`src/rtl/can_frame_rx.sv`:
```
`default_nettype none
// ============================================================================
// Module   : can_frame_rx
// Purpose  : CAN 2.0A/2.0B frame receiver. Hard-syncs on SOF, samples at a
//            fixed point, destuffs, checks CRC-15 and the fixed-form fields,
//            drives ACK for good frames and reports fields in one DV pulse.
// Revision : 1.0 - initial release
// ============================================================================
module can_frame_rx #(
  parameter int CLKS_PER_BIT = 10,
  parameter int SAMPLE_PT    = 6,
  parameter bit ACK_EN       = 1'b1
) (
  input  logic        i_Clock,
  input  logic        i_Rst_n,
  input  logic        i_Rx_Serial,
  output logic        o_Tx_Ack,
  output logic        o_Rx_DV,
  output logic [28:0] o_Id,
  output logic        o_Ide,
  output logic        o_Rtr,
  output logic [3:0]  o_Dlc,
  output logic [63:0] o_Data,
  output logic        o_Err,
  output logic [1:0]  o_Err_Code,
  output logic        o_Busy
);

  localparam int               CNT_W     = $clog2(CLKS_PER_BIT);
  localparam logic [CNT_W-1:0] CNT_LAST  = CNT_W'(CLKS_PER_BIT - 1);
  localparam logic [CNT_W-1:0] CNT_SMP   = CNT_W'(SAMPLE_PT);
  localparam logic [14:0]      CRC_POLY  = 15'h4599;
  localparam logic [1:0]       ERR_STUFF = 2'b01;
  localparam logic [1:0]       ERR_CRC   = 2'b10;
  localparam logic [1:0]       ERR_FORM  = 2'b11;

  typedef enum logic [4:0] {
    ST_INTEGRATE, ST_IDLE, ST_SOF, ST_ID_A, ST_SRR_RTR, ST_IDE, ST_ID_B,
    ST_RTR, ST_R1, ST_R0, ST_DLC, ST_DATA, ST_CRC, ST_CRC_DEL, ST_ACK_SLOT,
    ST_ACK_DEL, ST_EOF
  } state_t;

  state_t           state_q;
  logic             sync1_q, sync2_q, prev_q;
  logic [CNT_W-1:0] cnt_q;
  logic [5:0]       fld_cnt_q;
  logic [3:0]       int_cnt_q;
  logic [2:0]       run_q;
  logic             last_q;
  logic [14:0]      crc_q;
  logic [10:0]      id_a_q;
  logic [17:0]      id_b_q;
  logic             ide_q, rtr_q;
  logic [3:0]       dlc_q;
  logic [63:0]      data_q;
  logic             tx_ack_q, rx_dv_q, err_q, busy_q;
  logic [1:0]       err_code_q;
  logic [28:0]      out_id_q;
  logic             out_ide_q, out_rtr_q;
  logic [3:0]       out_dlc_q;
  logic [63:0]      out_data_q;

  logic        rx_s, sample_d, wrap_d, in_stuff_d, stuff_bit_d, data_last_d;
  logic        err_d;
  logic [1:0]  err_code_d;
  logic [14:0] crc_d;
  logic [3:0]  nbytes_d;

  assign rx_s        = sync2_q;
  assign sample_d    = (cnt_q == CNT_SMP);
  assign wrap_d      = (cnt_q == CNT_LAST);
  assign in_stuff_d  = state_q inside {ST_ID_A, ST_SRR_RTR, ST_IDE, ST_ID_B, ST_RTR,
                                       ST_R1, ST_R0, ST_DLC, ST_DATA, ST_CRC};
  assign stuff_bit_d = in_stuff_d && (run_q == 3'd5);
  assign crc_d       = {crc_q[13:0], 1'b0} ^ ((rx_s ^ crc_q[14]) ? CRC_POLY : 15'h0000);
  assign nbytes_d    = dlc_q[3] ? 4'd8 : dlc_q;
  assign data_last_d = ({1'b0, fld_cnt_q} == ({nbytes_d, 3'b000} - 7'd1));

  assign o_Tx_Ack   = tx_ack_q;
  assign o_Rx_DV    = rx_dv_q;
  assign o_Err      = err_q;
  assign o_Err_Code = err_code_q;
  assign o_Busy     = busy_q;
  assign o_Id       = out_id_q;
  assign o_Ide      = out_ide_q;
  assign o_Rtr      = out_rtr_q;
  assign o_Dlc      = out_dlc_q;
  assign o_Data     = out_data_q;

  // Two-flop synchroniser plus a delayed copy used for SOF edge detection
  always_ff @(posedge i_Clock or negedge i_Rst_n) begin
    if (!i_Rst_n) begin
      sync1_q <= 1'b1;
      sync2_q <= 1'b1;
      prev_q  <= 1'b1;
    end else begin
      sync1_q <= i_Rx_Serial;
      sync2_q <= sync1_q;
      prev_q  <= sync2_q;
    end
  end

  // Error decode for the current sample point; stuff errors take priority
  always_comb begin
    err_d      = 1'b0;
    err_code_d = 2'b00;
    if (sample_d) begin
      if (stuff_bit_d && (rx_s == last_q)) begin
        err_d = 1'b1; err_code_d = ERR_STUFF;
      end else if (state_q == ST_CRC_DEL && !rx_s) begin
        err_d = 1'b1; err_code_d = ERR_FORM;
      end else if (state_q == ST_ACK_DEL) begin
        if (crc_q != 15'h0000) begin
          err_d = 1'b1; err_code_d = ERR_CRC;
        end else if (!rx_s) begin
          err_d = 1'b1; err_code_d = ERR_FORM;
        end
      end else if (state_q == ST_EOF && !rx_s && fld_cnt_q < 6'd6) begin
        err_d = 1'b1; err_code_d = ERR_FORM;
      end
    end
  end

  // Bit timing, field sequencing, destuffing, CRC and registered outputs
  always_ff @(posedge i_Clock or negedge i_Rst_n) begin
    if (!i_Rst_n) begin
      state_q    <= ST_INTEGRATE;
      cnt_q      <= '0;
      fld_cnt_q  <= '0;
      int_cnt_q  <= '0;
      run_q      <= '0;
      last_q     <= 1'b0;
      crc_q      <= '0;
      id_a_q     <= '0;
      id_b_q     <= '0;
      ide_q      <= 1'b0;
      rtr_q      <= 1'b0;
      dlc_q      <= '0;
      data_q     <= '0;
      tx_ack_q   <= 1'b0;
      rx_dv_q    <= 1'b0;
      err_q      <= 1'b0;
      err_code_q <= 2'b00;
      busy_q     <= 1'b0;
      out_id_q   <= '0;
      out_ide_q  <= 1'b0;
      out_rtr_q  <= 1'b0;
      out_dlc_q  <= '0;
      out_data_q <= '0;
    end else begin
      rx_dv_q <= 1'b0;
      err_q   <= 1'b0;
      cnt_q   <= wrap_d ? '0 : cnt_q + CNT_W'(1);
      if (state_q == ST_IDLE) begin
        // Hard sync: the edge cycle counts as clock 0 of the SOF bit
        if (prev_q && !rx_s) begin
          cnt_q   <= CNT_W'(1);
          state_q <= ST_SOF;
          busy_q  <= 1'b1;
        end
      end else if (wrap_d) begin
        // ACK spans exactly the bit that follows CRC_DEL
        tx_ack_q <= ACK_EN && (state_q == ST_ACK_SLOT) && (crc_q == 15'h0000);
      end else if (sample_d) begin
        if (err_d) begin
          state_q    <= ST_INTEGRATE;
          int_cnt_q  <= '0;
          err_q      <= 1'b1;
          err_code_q <= err_code_d;
          busy_q     <= 1'b0;
          tx_ack_q   <= 1'b0;
        end else if (stuff_bit_d) begin
          last_q <= rx_s;
          run_q  <= 3'd1;
        end else begin
          if (in_stuff_d) begin
            run_q  <= (rx_s == last_q) ? run_q + 3'd1 : 3'd1;
            last_q <= rx_s;
            crc_q  <= crc_d;
          end
          fld_cnt_q <= fld_cnt_q + 6'd1;
          case (state_q)
            ST_INTEGRATE: begin
              if (!rx_s) int_cnt_q <= '0;
              else if (int_cnt_q == 4'd10) begin
                int_cnt_q <= '0;
                state_q   <= ST_IDLE;
              end else int_cnt_q <= int_cnt_q + 4'd1;
            end
            ST_SOF: begin
              if (rx_s) begin
                state_q <= ST_IDLE;
                busy_q  <= 1'b0;
              end else begin
                state_q   <= ST_ID_A;
                fld_cnt_q <= '0;
                run_q     <= 3'd1;
                last_q    <= 1'b0;
                crc_q     <= '0;
                data_q    <= '0;
                id_b_q    <= '0;
              end
            end
            ST_ID_A: begin
              id_a_q <= {id_a_q[9:0], rx_s};
              if (fld_cnt_q == 6'd10) state_q <= ST_SRR_RTR;
            end
            ST_SRR_RTR: begin
              rtr_q   <= rx_s;
              state_q <= ST_IDE;
            end
            ST_IDE: begin
              ide_q     <= rx_s;
              fld_cnt_q <= '0;
              state_q   <= rx_s ? ST_ID_B : ST_R0;
            end
            ST_ID_B: begin
              id_b_q <= {id_b_q[16:0], rx_s};
              if (fld_cnt_q == 6'd17) state_q <= ST_RTR;
            end
            ST_RTR: begin
              rtr_q   <= rx_s;
              state_q <= ST_R1;
            end
            ST_R1: state_q <= ST_R0;
            ST_R0: begin
              fld_cnt_q <= '0;
              state_q   <= ST_DLC;
            end
            ST_DLC: begin
              dlc_q <= {dlc_q[2:0], rx_s};
              if (fld_cnt_q == 6'd3) begin
                fld_cnt_q <= '0;
                state_q   <= (rtr_q || {dlc_q[2:0], rx_s} == 4'd0) ? ST_CRC : ST_DATA;
              end
            end
            ST_DATA: begin
              data_q[6'd63 - fld_cnt_q] <= rx_s;
              if (data_last_d) begin
                fld_cnt_q <= '0;
                state_q   <= ST_CRC;
              end
            end
            ST_CRC:      if (fld_cnt_q == 6'd14) state_q <= ST_CRC_DEL;
            ST_CRC_DEL:  state_q <= ST_ACK_SLOT;
            ST_ACK_SLOT: state_q <= ST_ACK_DEL;
            ST_ACK_DEL: begin
              fld_cnt_q <= '0;
              state_q   <= ST_EOF;
            end
            ST_EOF: begin
              // Bit 7 value is deliberately ignored
              if (fld_cnt_q == 6'd6) begin
                state_q    <= ST_IDLE;
                busy_q     <= 1'b0;
                rx_dv_q    <= 1'b1;
                err_code_q <= 2'b00;
                out_id_q   <= ide_q ? {id_a_q, id_b_q} : {18'd0, id_a_q};
                out_ide_q  <= ide_q;
                out_rtr_q  <= rtr_q;
                out_dlc_q  <= dlc_q;
                out_data_q <= data_q;
              end
            end
            default: state_q <= ST_INTEGRATE;
          endcase
        end
      end
    end
  end

endmodule
`default_nettype wire

```
`config.mk`:
```
export PLATFORM = sky130hd
export DESIGN_NAME = can_frame_rx
export DESIGN_NICKNAME = d
export VERILOG_FILES = /design/src/rtl/can_frame_rx.sv
export SDC_FILE = /design/constraint.sdc
export NUM_CORES = 1
export LEC_CHECK = 0
export BUFFER_PORTS_ARGS = -buffer_cell sky130_fd_sc_hd__buf_2
export CAP_MARGIN = 20
export CELL_PAD_IN_SITES_DETAIL_PLACEMENT = 1
export CELL_PAD_IN_SITES_GLOBAL_PLACEMENT = 2
export CORE_ASPECT_RATIO = 1.5
export CORE_MARGIN = 2
export CORE_UTILIZATION = 38
export DETAILED_ROUTE_END_ITERATION = 7
export PLACE_DENSITY_LB_ADDON = 0.1
export SYNTH_ARGS = -nofsm -noshare
export SYNTH_HDL_FRONTEND = slang
export SYNTH_SLANG_ARGS = --single-unit
```
`constraint.sdc`:
```
create_clock -name i_Clock -period 3.1 [get_ports i_Clock]
set_input_delay 0.62 -clock i_Clock [delete_from_list [all_inputs] [get_ports i_Clock]]
set_output_delay 0.62 -clock i_Clock [all_outputs]
set_load 0.02 [all_outputs]
```
==> summary.txt <==
Worst-margin pin slew: 1.07 ns
CTS tree: done
Synth Cell Area: 11,200 µm²
Top sig layer: met4
Kind of critical path: flop to flop
Sequential area share after synthesis: 55.0%
DR vias: 8,988
Total global-route track usage: 21.5%
# diodes: 0
Initial Utilization: 38.7%
Slew Limit Fails: 0
Global-route wire length before repair: 53,300 µm
# port buffers: 107
Startpoint types: flop
Total grt overflow: 0
Post-CTS Setup Repair Bufs: 0
Fmax: 0.373 GHz
Worst hold path type: primary input to async pin
Clk pwr share: 46.6%
DRT Pass-1 Iters: 4
Power Density: 469 nW/µm²
Status: finished, final reports clean
Final Core Density: 46.0%
Reg2reg start: state_q[0]
Critical R2R Capture: id_b_q[17]
Pint: 4890 µW
Slew HR: 28.4%
H-tree levels: 1
DR vias/cell: 5.30
Skew-Pair Late Insertion Delay: 0.54 ns
R2R Setup Slk: 0.42 ns
DP HPWL: 22,200 µm
Initial antenna violation count: 0
Drt wl/cell: 19.1 µm
Final period util: 86.4%
Top_reg_cell synth: dfrtp_1
Worst vdd ir: 0.418 mV
DRT iter0 DRCs: 363
Synth cell types: 77
Clock Sink Count: 245
Clock Tree Root: clkbuf_16
Metal2 WL: 16,500 µm
Post-Syn Instances: 1,158
Synthesized area per cell: 9.64 µm²
Non-Filler Instances: 1,695
CP Data Required Time: 3.56 ns
Die area: 30,800 µm²
Post_cts resized: 0
CTS Buf Count: 25
Vias in the first global route: 9,606
Die extent in x: 144 µm
Post-Route WL: 32,300 µm
Max Fanout on Critical Path: 18
Site row count: 76
Fin Setup TNS: 0 ns
CTS Hold Buffers Added: 0
Synth-to-layout area growth: 18.8%
Leak: 0.00670 µW
I/O pins: 108
Net switching power figure: 1330 µW
Met3 routed WL: 1010 µm
Pwr Total: 6220 µW
Core area: 28,800 µm²
Data arrival, critical path: 3.14 ns
Yosys reg bits: 245
Nets: 1,302
R2R depth: 7
Fin crit period: 2.68 ns
Clock transition at path regs: 0.06 ns
Met1 WL: 13,900 µm
Hold slack: 0.0907 ns
Clock Skews: 0.0192 ns
Clk buf depth: 3
Placed cells: 1,654
Number of flops mapped to enable cells by yosys: 0
Pin count of the biggest net entering global routing: 89
Comb pwr share: 1.7%
Share of cells above drive strength 1: 19.8%
Post-synth ARST share: 100%
Syn nets: 1,169
Fillers: 3,319
DRC Markers: 0
Final Hold Viols: 0
Max-cap violations: 0
Worst setup EP type: flop
Die Y: 214 µm
Switching portion of total power: 21.4%
Routability cong.: 0.820
RSZ-0062 raised after global routing: no
Reg power frac: 51.6%
Final setup fails: 0
Antenna Nets Post-Route: 0
Synthesis Warnings: 0
-- flip-flops by register name, summed over array words and instances, names as in the netlist, 5 cells and up --
signal     cells
id_b_q        18
o_Id          29
state_q        5
fld_cnt_q      6
data_q        64
crc_q         15
id_a_q        11
o_Data        64
-- layer usage --
metal	vias to the layer above	GRT usage (%)
li1	4278	-
met1	4518	28.2
met2	140	37.3
met3	52	2.15
met4	0	6.70
met5	-	0
-- cell type report --
class                      instances  area [µm²]  share of cell area, %
clock buffer                      40         722                   5.45
multi-input combinational        819        4640                   35.0
inverter                          21        80.1                  0.604
clock inverter                     1        30.0                  0.227
timing repair buffer             179        1160                   8.76
sequential                       245        6130                   46.3
tap                              390         488                   3.68
-- cells in the final DEF (no fill, tap or decap), types with 10 or more instances in the layout --
cell       synthesis  routed
nand2_1          271     270
dfrtp_1          242     242
o21ai_0          143     143
buf_2             13     106
a21oi_1           91      91
buf_4              1      66
nor2_1            45      45
nand3_1           35      34
mux2i_1           30      30
clkbuf_16          0      25
a22o_1            19      19
inv_1             19      18
nor3_1            18      18
mux2_2            18      18
nand4_1           15      15
clkbuf_1          49      11
xnor2_1           10      10
-- Yosys cell counts (3+ instances only) --
library cell	instances	area, µm²
nand2_1	271	1020
dfrtp_1	242	6060
o21ai_0	143	716
a21oi_1	91	455
clkbuf_1	49	184
nor2_1	45	169
nand3_1	35	175
mux2i_1	30	300
a22o_1	19	166
inv_1	19	71.3
mux2_2	18	203
nor3_1	18	90.1
nand4_1	15	93.8
buf_2	13	65.1
xnor2_1	10	87.6
nor2b_1	9	56.3
ha_1	8	100
nor4_1	6	37.5
and3_1	5	31.3
buf_1	5	18.8
buf_6	5	56.3
nand2b_1	5	31.3
o21a_1	5	37.5
o22ai_1	5	31.3
nor3b_1	4	30.0
o211ai_1	4	30.0
or3_1	4	25.0
a21o_1	3	22.5
and2_1	3	18.8
dfstp_2	3	78.8
nor3_2	3	30.0
nor4_4	3	63.8
o31ai_1	3	22.5
xor2_1	3	26.3
-- critical path, cell delays in order (launching register included) --
cell and delay (ns):
dfrtp_1 0.61, or3b_1 0.52, or3_4 0.44, nand2_4 0.15
nor4_4 0.07, buf_4 0.23, nor2_4 0.38, a22o_1 0.20
-- power groups by stage --
stage	registers (µW)	clock network, µW	logic, µW
floorplan	3270	0	25.2
global placement	3270	0	113
detailed placement	3270	0	115
CTS	3210	2990	115
global route	3210	3090	126
finish	3210	2900	107
-- worst max-delay path by stage --
stage                          start    endpoint  slack (ns)  cells past startpoint
after detailed placement    cnt_q[0]  data_q[29]        0.38                      7
after CTS                   cnt_q[0]  data_q[61]        0.39                      7
final                     state_q[0]  id_b_q[17]        0.42                      7
after floorplan                 rx_s   id_a_q[2]        0.70                      7
after global placement    state_q[0]  data_q[29]        0.46                      7
after global routing        cnt_q[0]  data_q[61]        0.22                      7
-- kinds of logic (layout without fill, tap and decap cells) --
kind of cell	after synthesis	after routing	synth area share, %
mux	50	50	4.71
xor+xnor	13	13	1.02
flops	245	245	55.0
fa+ha+maj	8	8	0.897
compound gates	305	305	16.3
buf+inv	94	241	3.68
simple gates	443	443	18.4
-- per-stage QoR --
step                      setup WS (ns)  instance area (µm²)
after floorplan                   0.696                11200
after global placement            0.464                12500
after detailed placement          0.377                12500
after CTS                         0.385                13300
after global routing              0.217                13300
final                             0.422                13300
Note: power is estimated with default switching activity, not from simulation.
